--- src/rtl/noc_pkg.sv ---
// Shared constants for the PE network interface: flit field offsets and drop counter sizing.
package noc_pkg;

    localparam int unsigned DROP_W = 16;
    localparam logic [DROP_W-1:0] DROP_MAX = '1;

    function automatic int unsigned flit_pay_lsb();
        return 0;
    endfunction

    function automatic int unsigned flit_pay_msb(input int unsigned data_width);
        return data_width - 1;
    endfunction

    function automatic int unsigned flit_x_lsb(input int unsigned data_width);
        return data_width;
    endfunction

    function automatic int unsigned flit_y_lsb(input int unsigned data_width, input int unsigned x_size);
        return data_width + x_size;
    endfunction

endpackage

--- src/rtl/noc_sync_fifo.sv ---
// Single-clock first-word-fall-through FIFO; head reads as zero while empty.
module noc_sync_fifo #(
    parameter int unsigned WIDTH = 8,
    parameter int unsigned DEPTH = 4
) (
    input  logic                         clk,
    input  logic                         rstn,
    input  logic                         i_push,
    input  logic [WIDTH-1:0]             i_din,
    input  logic                         i_pop,
    output logic                         o_full,
    output logic                         o_empty,
    output logic [$clog2(DEPTH+1)-1:0]   o_level,
    output logic [WIDTH-1:0]             o_head
);

    localparam int unsigned PW = $clog2(DEPTH);
    localparam int unsigned LW = $clog2(DEPTH+1);

    logic [WIDTH-1:0] r_mem [DEPTH];
    logic [PW-1:0]    r_wr_ptr;
    logic [PW-1:0]    r_rd_ptr;
    logic [LW-1:0]    r_level;
    logic             w_full;
    logic             w_empty;
    logic             w_do_push;
    logic             w_do_pop;

    assign w_full    = (r_level == LW'(DEPTH));
    assign w_empty   = (r_level == '0);
    assign w_do_pop  = i_pop & ~w_empty;
    // A full FIFO still takes a push when the same edge frees a slot.
    assign w_do_push = i_push & (~w_full | w_do_pop);

    always_ff @(posedge clk or negedge rstn) begin
        if (!rstn) begin
            r_wr_ptr <= '0;
            r_rd_ptr <= '0;
            r_level  <= '0;
        end else begin
            if (w_do_push) r_wr_ptr <= r_wr_ptr + PW'(1);
            if (w_do_pop)  r_rd_ptr <= r_rd_ptr + PW'(1);
            if (w_do_push & ~w_do_pop)
                r_level <= r_level + LW'(1);
            else if (w_do_pop & ~w_do_push)
                r_level <= r_level - LW'(1);
        end
    end

    always_ff @(posedge clk) begin
        if (w_do_push) r_mem[r_wr_ptr] <= i_din;
    end

    assign o_full  = w_full;
    assign o_empty = w_empty;
    assign o_level = r_level;
    assign o_head  = w_empty ? '0 : r_mem[r_rd_ptr];

endmodule

--- src/rtl/noc_pe_interface.sv ---
// PE <-> router injection/ejection adapter: header pack/unpack, buffering,
// eject-side drop accounting and misroute detection.
module noc_pe_interface
    import noc_pkg::*;
#(
    parameter int unsigned X           = 2,
    parameter int unsigned Y           = 2,
    parameter int unsigned data_width  = 256,
    parameter int unsigned x_size      = 1,
    parameter int unsigned y_size      = 1,
    parameter int unsigned total_width = x_size + y_size + data_width,
    parameter int unsigned x_coord     = 0,
    parameter int unsigned y_coord     = 0,
    parameter int unsigned INJ_DEPTH   = 4,
    parameter int unsigned EJ_DEPTH    = 4
) (
    input  logic                             clk,
    input  logic                             rstn,
    input  logic                             s_valid,
    output logic                             s_ready,
    input  logic [data_width-1:0]            s_data,
    input  logic [x_size-1:0]                s_dest_x,
    input  logic [y_size-1:0]                s_dest_y,
    output logic                             noc_valid_o,
    input  logic                             noc_ready_i,
    output logic [total_width-1:0]           noc_data_o,
    input  logic                             noc_valid_i,
    input  logic [total_width-1:0]           noc_data_i,
    output logic                             m_valid,
    input  logic                             m_ready,
    output logic [data_width-1:0]            m_data,
    output logic [$clog2(INJ_DEPTH+1)-1:0]   inj_level,
    output logic [$clog2(EJ_DEPTH+1)-1:0]    ej_level,
    output logic [DROP_W-1:0]                drop_cnt,
    output logic                             misroute
);

    localparam int unsigned PAY_LSB = flit_pay_lsb();
    localparam int unsigned PAY_MSB = flit_pay_msb(data_width);
    localparam int unsigned X_LSB   = flit_x_lsb(data_width);
    localparam int unsigned Y_LSB   = flit_y_lsb(data_width, x_size);
    // Torus coordinates are taken modulo the mesh dimensions.
    localparam int unsigned MY_X    = x_coord % X;
    localparam int unsigned MY_Y    = y_coord % Y;

    logic                   w_inj_full;
    logic                   w_inj_empty;
    logic                   w_inj_push;
    logic                   w_inj_pop;
    logic [total_width-1:0] w_inj_din;
    logic [total_width-1:0] w_inj_head;

    logic                   w_ej_full;
    logic                   w_ej_empty;
    logic                   w_ej_pop;
    logic                   w_ej_drop;
    logic                   w_ej_off_node;
    logic [total_width-1:0] w_ej_head;
    logic                   w_unused_ej_hdr;

    logic [DROP_W-1:0]      r_drop_cnt;
    logic                   r_misroute;

    // Inject path
    assign w_inj_din  = {s_dest_y, s_dest_x, s_data};
    assign w_inj_push = s_valid & ~w_inj_full;
    assign w_inj_pop  = ~w_inj_empty & noc_ready_i;

    noc_sync_fifo #(
        .WIDTH (total_width),
        .DEPTH (INJ_DEPTH)
    ) u_inj_fifo (
        .clk     (clk),
        .rstn    (rstn),
        .i_push  (w_inj_push),
        .i_din   (w_inj_din),
        .i_pop   (w_inj_pop),
        .o_full  (w_inj_full),
        .o_empty (w_inj_empty),
        .o_level (inj_level),
        .o_head  (w_inj_head)
    );

    assign s_ready     = ~w_inj_full;
    assign noc_valid_o = ~w_inj_empty;
    assign noc_data_o  = w_inj_head;

    // Eject path: the router never stalls, so overflow is counted rather than back-pressured.
    assign w_ej_pop      = ~w_ej_empty & m_ready;
    assign w_ej_drop     = noc_valid_i & w_ej_full & ~w_ej_pop;
    assign w_ej_off_node = (noc_data_i[X_LSB +: x_size] != x_size'(MY_X)) |
                           (noc_data_i[Y_LSB +: y_size] != y_size'(MY_Y));

    noc_sync_fifo #(
        .WIDTH (total_width),
        .DEPTH (EJ_DEPTH)
    ) u_ej_fifo (
        .clk     (clk),
        .rstn    (rstn),
        .i_push  (noc_valid_i),
        .i_din   (noc_data_i),
        .i_pop   (w_ej_pop),
        .o_full  (w_ej_full),
        .o_empty (w_ej_empty),
        .o_level (ej_level),
        .o_head  (w_ej_head)
    );

    assign m_valid         = ~w_ej_empty;
    assign m_data          = w_ej_head[PAY_MSB:PAY_LSB];
    assign w_unused_ej_hdr = ^w_ej_head[total_width-1:data_width];

    always_ff @(posedge clk or negedge rstn) begin
        if (!rstn) begin
            r_drop_cnt <= '0;
            r_misroute <= 1'b0;
        end else begin
            if (w_ej_drop && (r_drop_cnt != DROP_MAX))
                r_drop_cnt <= r_drop_cnt + DROP_W'(1);
            if (noc_valid_i && w_ej_off_node)
                r_misroute <= 1'b1;
        end
    end

    assign drop_cnt = r_drop_cnt;
    assign misroute = r_misroute;

endmodule

--- config.mk ---
export PLATFORM = sky130hd
export DESIGN_NAME = noc_pe_interface
export DESIGN_NICKNAME = d
export VERILOG_FILES = /design/src/rtl/noc_pkg.sv /design/src/rtl/noc_sync_fifo.sv /design/src/rtl/noc_pe_interface.sv
export SDC_FILE = /design/constraint.sdc
export NUM_CORES = 2
export LEC_CHECK = 0
export BUFFER_PORTS_ARGS = -buffer_cell sky130_fd_sc_hd__clkbuf_2
export CORE_ASPECT_RATIO = 1.1
export CORE_MARGIN = 5
export CORE_UTILIZATION = 45
export DETAILED_ROUTE_END_ITERATION = 7
export PLACE_DENSITY = 0.67
export SKIP_LAST_GASP = 1
export SYNTH_ARGS = -nofsm -noshare
export SYNTH_HDL_FRONTEND = slang
export SYNTH_SLANG_ARGS = --single-unit
--- constraint.sdc ---
create_clock -name clk -period 6.7 [get_ports clk]
set_input_delay 0.67 -clock clk [delete_from_list [all_inputs] [get_ports clk]]
set_output_delay 0.67 -clock clk [all_outputs]
set_load 0.02 [all_outputs]
Yosys cells after proc, flatten, opt, wreduce, memory -nomap -nowiden --
Memories as Yosys holds them, arrays and structs flattened. Index checks and enable logic that the tools add are counted. Widths: inputs -> output; s select.
Word-level totals: output and inout port bits 540, word-level logic and storage cells 63, bits of input ports 522, bits in latches 0, bits in registers 31, bits in writable memories 2064, memory bits (read-only) 0, memories 2
Memory list:
- u_ej_fifo.r_mem | words 4, width 258, rd ports 1, clocked after Yosys merged registers in 0, write ports 1, RTL line noc_sync_fifo.sv:20 | logic [WIDTH-1:0] r_mem [DEPTH];
- u_inj_fifo.r_mem | words 4, width 258, rd ports 1, clocked after Yosys merged registers in 0, write ports 1, RTL line noc_sync_fifo.sv:20
Operators by class: div/mod/pow operators 0, $lt $le $gt $ge 0, reduce and logical (&&, ||, !) cells 6, equal/unequal tests 3, $mul 0, add/subtract/negate cells 9, muxes and demuxes 10, bitwise logic cells 25, shift-type cells 0
Operator list (count):
- $mux 258 | 1
- $mux 256 | 1
- $add 16x1->16 const B | 1
- $ne 16x16->1 const B | 1
- $and 1x1->1 | 13
- $mux 3 | 4
- $not 1->1 | 9
- $add 2x1->2 const B | 4
- $add 3x1->3 const B | 2
- $eq 3x3->1 const B | 2
- $logic_not 3->1 | 2
- $sub 3x1->3 const B | 2
- $mux 1 | 4
- $reduce_bool 2->1 | 2
- $or 1x1->1 | 3
- $logic_and 1x1->1 | 2

Depth between registers and ports, before layout --
depth in word-level cells 10, mapped depth 10, gate-level depth less buffers 9

By module --
Synthesis repeated with hierarchy kept, for this count alone.
Second synthesis, totals: cell total of the unflattened synthesis 3429, area, all modules 79652.6 µm²
By module, submodules not included:
- noc_sync_fifo | instances 2, seq. area each 31164.9 µm², area each 39364.0 µm², cells an instance 1671
- noc_pe_interface | instances 1, seq. area each 425.4 µm², area each 924.6 µm², cells an instance 87

Least setup slack after synthesis --
No wires, ideal clock.
path kind in2reg, from input m_ready, to memory u_ej_fifo.r_mem[0][0] in the netlist's numbering, enable pin, buffers on the path 1, path slack -0.937 ns, required time 6.051 ns, setup time 0.649 ns, stages on the path 4, arrival 6.987 ns, path through nor4b_4 and2b_1 clkbuf_1 and2_1
Between the ends: longest elaborated chain between the ends 6
Ends and longest elaborated chain:
- from (decl) | RTL line noc_pe_interface.sv:30 | input logic m_ready,
- $and 1x1->1 | RTL line noc_pe_interface.sv:89 | assign w_ej_pop = ~w_ej_empty & m_ready;
- $and 1x1->1 | RTL line noc_sync_fifo.sv:31 | assign w_do_pop = i_pop & ~w_empty;
- $or 1x1->1 | RTL line noc_sync_fifo.sv:33 | assign w_do_push = i_push & (~w_full | w_do_pop);
- $and 1x1->1 | RTL line noc_sync_fifo.sv:33
- named net u_ej_fifo.w_do_push | RTL line noc_sync_fifo.sv:26 | logic w_do_push;
- $mux 1 | RTL line noc_sync_fifo.sv:51 | if (w_do_push) r_mem[r_wr_ptr] <= i_din;
- $mux 1 (not written as such) | RTL line noc_sync_fifo.sv:51
- to (decl) | RTL line noc_sync_fifo.sv:20
The timed path passes the listed nets, and every way through them passes these cells.

Worst setup path in the final report --
from register u_inj_fifo.r_level[1] (netlist: u_inj_fifo.o_level[1]), to output noc_data_o[111]
Between the ends: longest elaborated chain between the ends 2
Ends and longest elaborated chain:
- from (decl) | RTL line noc_sync_fifo.sv:23 | logic [LW-1:0] r_level;
- from (signal assigned) | RTL line noc_sync_fifo.sv:44 | r_level <= r_level + LW'(1);
- from (signal assigned) | RTL line noc_sync_fifo.sv:46 | r_level <= r_level - LW'(1);
- $logic_not 3->1 | RTL line noc_sync_fifo.sv:30 | assign w_empty = (r_level == '0);
- $mux 258 | RTL line noc_sync_fifo.sv:57 | assign o_head = w_empty ? '0 : r_mem[r_rd_ptr];
- to (decl) | RTL line noc_pe_interface.sv:26 | output logic [total_width-1:0] noc_data_o,
No other way between the ends.

==> impl_results.md <==
- Critical path type: flip-flop to output port
- Area of the multi-input gates: 15700 µm²
- Vias: 40400
- Initial Util: 0.452
- Final period util: 0.665
- Sequential share of the synthesized area: 0.791
- Pin count of the biggest net entering global routing: 162
- Post-DP Area: 87000 µm²
- Placed wire-length estimate: 129 mm
- Pins Over Slew Limit: 0
- Critical path required time: 6030 ps
- First-pass GRT wire length: 288 mm
- Startpoint types: flip-flop
- Rel. slew slack: 0.0772
- Unique masters post-synth: 37
- Post-synth EDFFs: 2056
- Total GRT Usage: 0.212
- Power density over the cells: 471 nW/µm²
- End-of-flow core utilization: 0.557
- Residual DRC count: 0
- Mapped cell area: 79000 µm²
- Rows: 161
- CTS tree: yes
- Final ANT Viol Nets: 0
- Setup ws final: 2250 ps
- Post-CTS Hold Buffers: 402
- Cell count after synthesis: 3404
- DR iter-0 viols: 4046
- Synthesized Nets: 3939
- Top delay family on crit path: buffers and inverters
- Port Buf Inserts: 1061
- Syn avg cell area: 23.2 µm²
- GRT overflow: 0
- Worst Path Buf+Inv: 2
- Top FF cell, synth: edfxtp_1
- FF+latch area: 62500 µm²
- Clock Skew: 51.1 ps
- Area Growth Syn to Fin: 23.3%
- Root buffer cell: clkbuf_16
- Endpoint type of the worst setup path: output port
- LEAKAGE: 0.0336 µW
- IO Pins: 1062
- 1st-pass router iterations: 5
- # fillers: 13100
- Share of post-route cells with drive strength above 1: 0.372
- Status: completed
- Most common cell after layout, fill and taps aside: edfxtp_1
- Clock Sinks: 2087
- RSZ-0062 raised after global routing: no
- Routability Congestion: 0.810
- Max_cap viols: 0
- Hold Slack: 81.3 ps
- CP Data Arrival Time: 3780 ps
- Post_cts resized: 0
- Htree depth: 4
- Setup Fix Bufs, Post-CTS: 0
- Die ar.: 184000 µm²
- Chip width: 410 µm
- Most frequent cells in the layout: edfxtp_1, clkbuf_2, mux4_2, and2_1, dlygate4sd3_1
- Hold crit path type: input port to flip-flop
- Finished layout cell area: 97500 µm²
- Detailed-route wire length per cell: 26.8 µm
- Ys async rst share: 0.0149
- Vias per cell: 5.44
- Critical path cell sequence: or3_4, buf_4, and2_1, clkbuf_2
- Slew at the pin closest to its max-slew limit: 1380 ps
- CTS clk-pin slew, worst paths: 60 ps
- Post-layout nets: 5475
- Vias in the first global route: 41700
- CTS buffer count: 200
- Initial antenna violation count: 82
- Post-placement setup slack: 3120 ps
- Yosys warns: 0
- Final hold violations: 0
- Critical path's slowest cell: buf_4
- Max VDD drop: 0.000390 V
- Worst-skew pair later-pin latency: 830 ps
- Total core area: 175000 µm²
- Max Clk Rate: 0.224 GHz
- Clock period minus worst slack: 4450 ps
- # setup viols final: 0
- Max FO, Critical Path: 161
- Crit path largest cell delay: 910 ps
- Post-synthesis register bit count: 2087
- DIE HEIGHT: 450 µm
- Wirelength, routed: 200 mm
- CTS Buffer Depth: 3
-- worst reg2reg max path: cells and delay by family (launching register included) --
kind,cells,cell delay [ps]
mux,1,270
simple gates,2,850
buf+inv,2,730
fa+ha+maj,2,720
flops,1,580
-- registers in the layout (all words and copies together) (netlist names) --
| signal | cells |
|---|---|
| u_inj_fifo.r_wr_ptr | 2 |
| u_ej_fifo.o_level | 3 |
| drop_cnt | 16 |
| u_ej_fifo.r_mem | 1024 |
| misroute | 1 |
| u_ej_fifo.r_wr_ptr | 2 |
| u_ej_fifo.r_rd_ptr | 2 |
| u_inj_fifo.r_rd_ptr | 2 |
| u_inj_fifo.o_level | 3 |
| u_inj_fifo.r_mem | 1032 |
-- metal layers --
| layer | global-route usage | up-vias | wire length (µm) |
|---|---|---|---|
| met5 | 0 | - | 138 |
| met4 | 0.0750 | 22 | 7300 |
| met3 | 0.0572 | 326 | 16800 |
| met2 | 0.354 | 1733 | 101000 |
| met1 | 0.270 | 21200 | 74400 |
| li1 | - | 17100 | - |
-- synthesized netlist by cell type (6+ instances only) --
master	count	area (µm²)
xor2_1	14	123
nor3_1	7	35.0
nand2_1	9	33.8
buf_4	25	188
clkbuf_1	72	270
and2_1	518	3240
o21ai_0	6	30.0
buf_1	25	93.8
ha_1	11	138
mux4_2	514	11600
xnor2_1	10	87.6
edfxtp_1	2056	61700
buf_2	50	250
inv_1	8	30.0
dfrtp_1	31	776
-- logic make-up after synthesis --
logic type	after synthesis	share of synthesized area
xor+xnor	24	0.00266
buf+inv	183	0.0110
mux	520	0.147
compound gates	6	0.000380
flops	2087	0.791
fa+ha+maj	13	0.00225
simple gates	571	0.0455
-- per-stage QoR --
step           power, µW  cells  setup TNS (ps)
3_5_place_dp       35400   6618               0
5_1_grt            47800   7420               0
3_3_place_gp       35300   6618               0
2_1_floorplan      29300   3404         -378750
4_1_cts            46400   7390               0
6_report           45900   7434               0
-- report_power, final --
group / internal [µW] / total, µW / switching (µW)
logic: 6570 / 17200 / 10600
clock network: 5980 / 10800 / 4770
registers: 17200 / 17900 / 773
total: 29700 / 45900 / 16100
-- path summary, 6_finish.rpt --
path                                  startpoint                       end  slack (ps)  cells after the start
min reg2reg                             misroute                  misroute         490                      1
max in group asynchronous                   rstn     u_ej_fifo.r_rd_ptr[0]        5340                      2
min in group asynchronous                   rstn                  misroute         570                      2
max                        u_inj_fifo.o_level[1]           noc_data_o[111]        2250                      4
max reg2reg                 u_ej_fifo.o_level[0]      u_ej_fifo.o_level[1]        3430                      7
min                                  s_data[253]  u_inj_fifo.r_mem[2][253]          80                      1
-- cell type report --
class,count,area share
well taps,2282,0.0293
repair buffers,1509,0.102
clock buffers,271,0.0545
clock inverters,99,0.0100
multi-input cells,1134,0.161
flip-flops and latches,2087,0.642
diodes,44,0.00113
inverters,8,0.000308
Note: power is estimated with default switching activity, not from simulation.
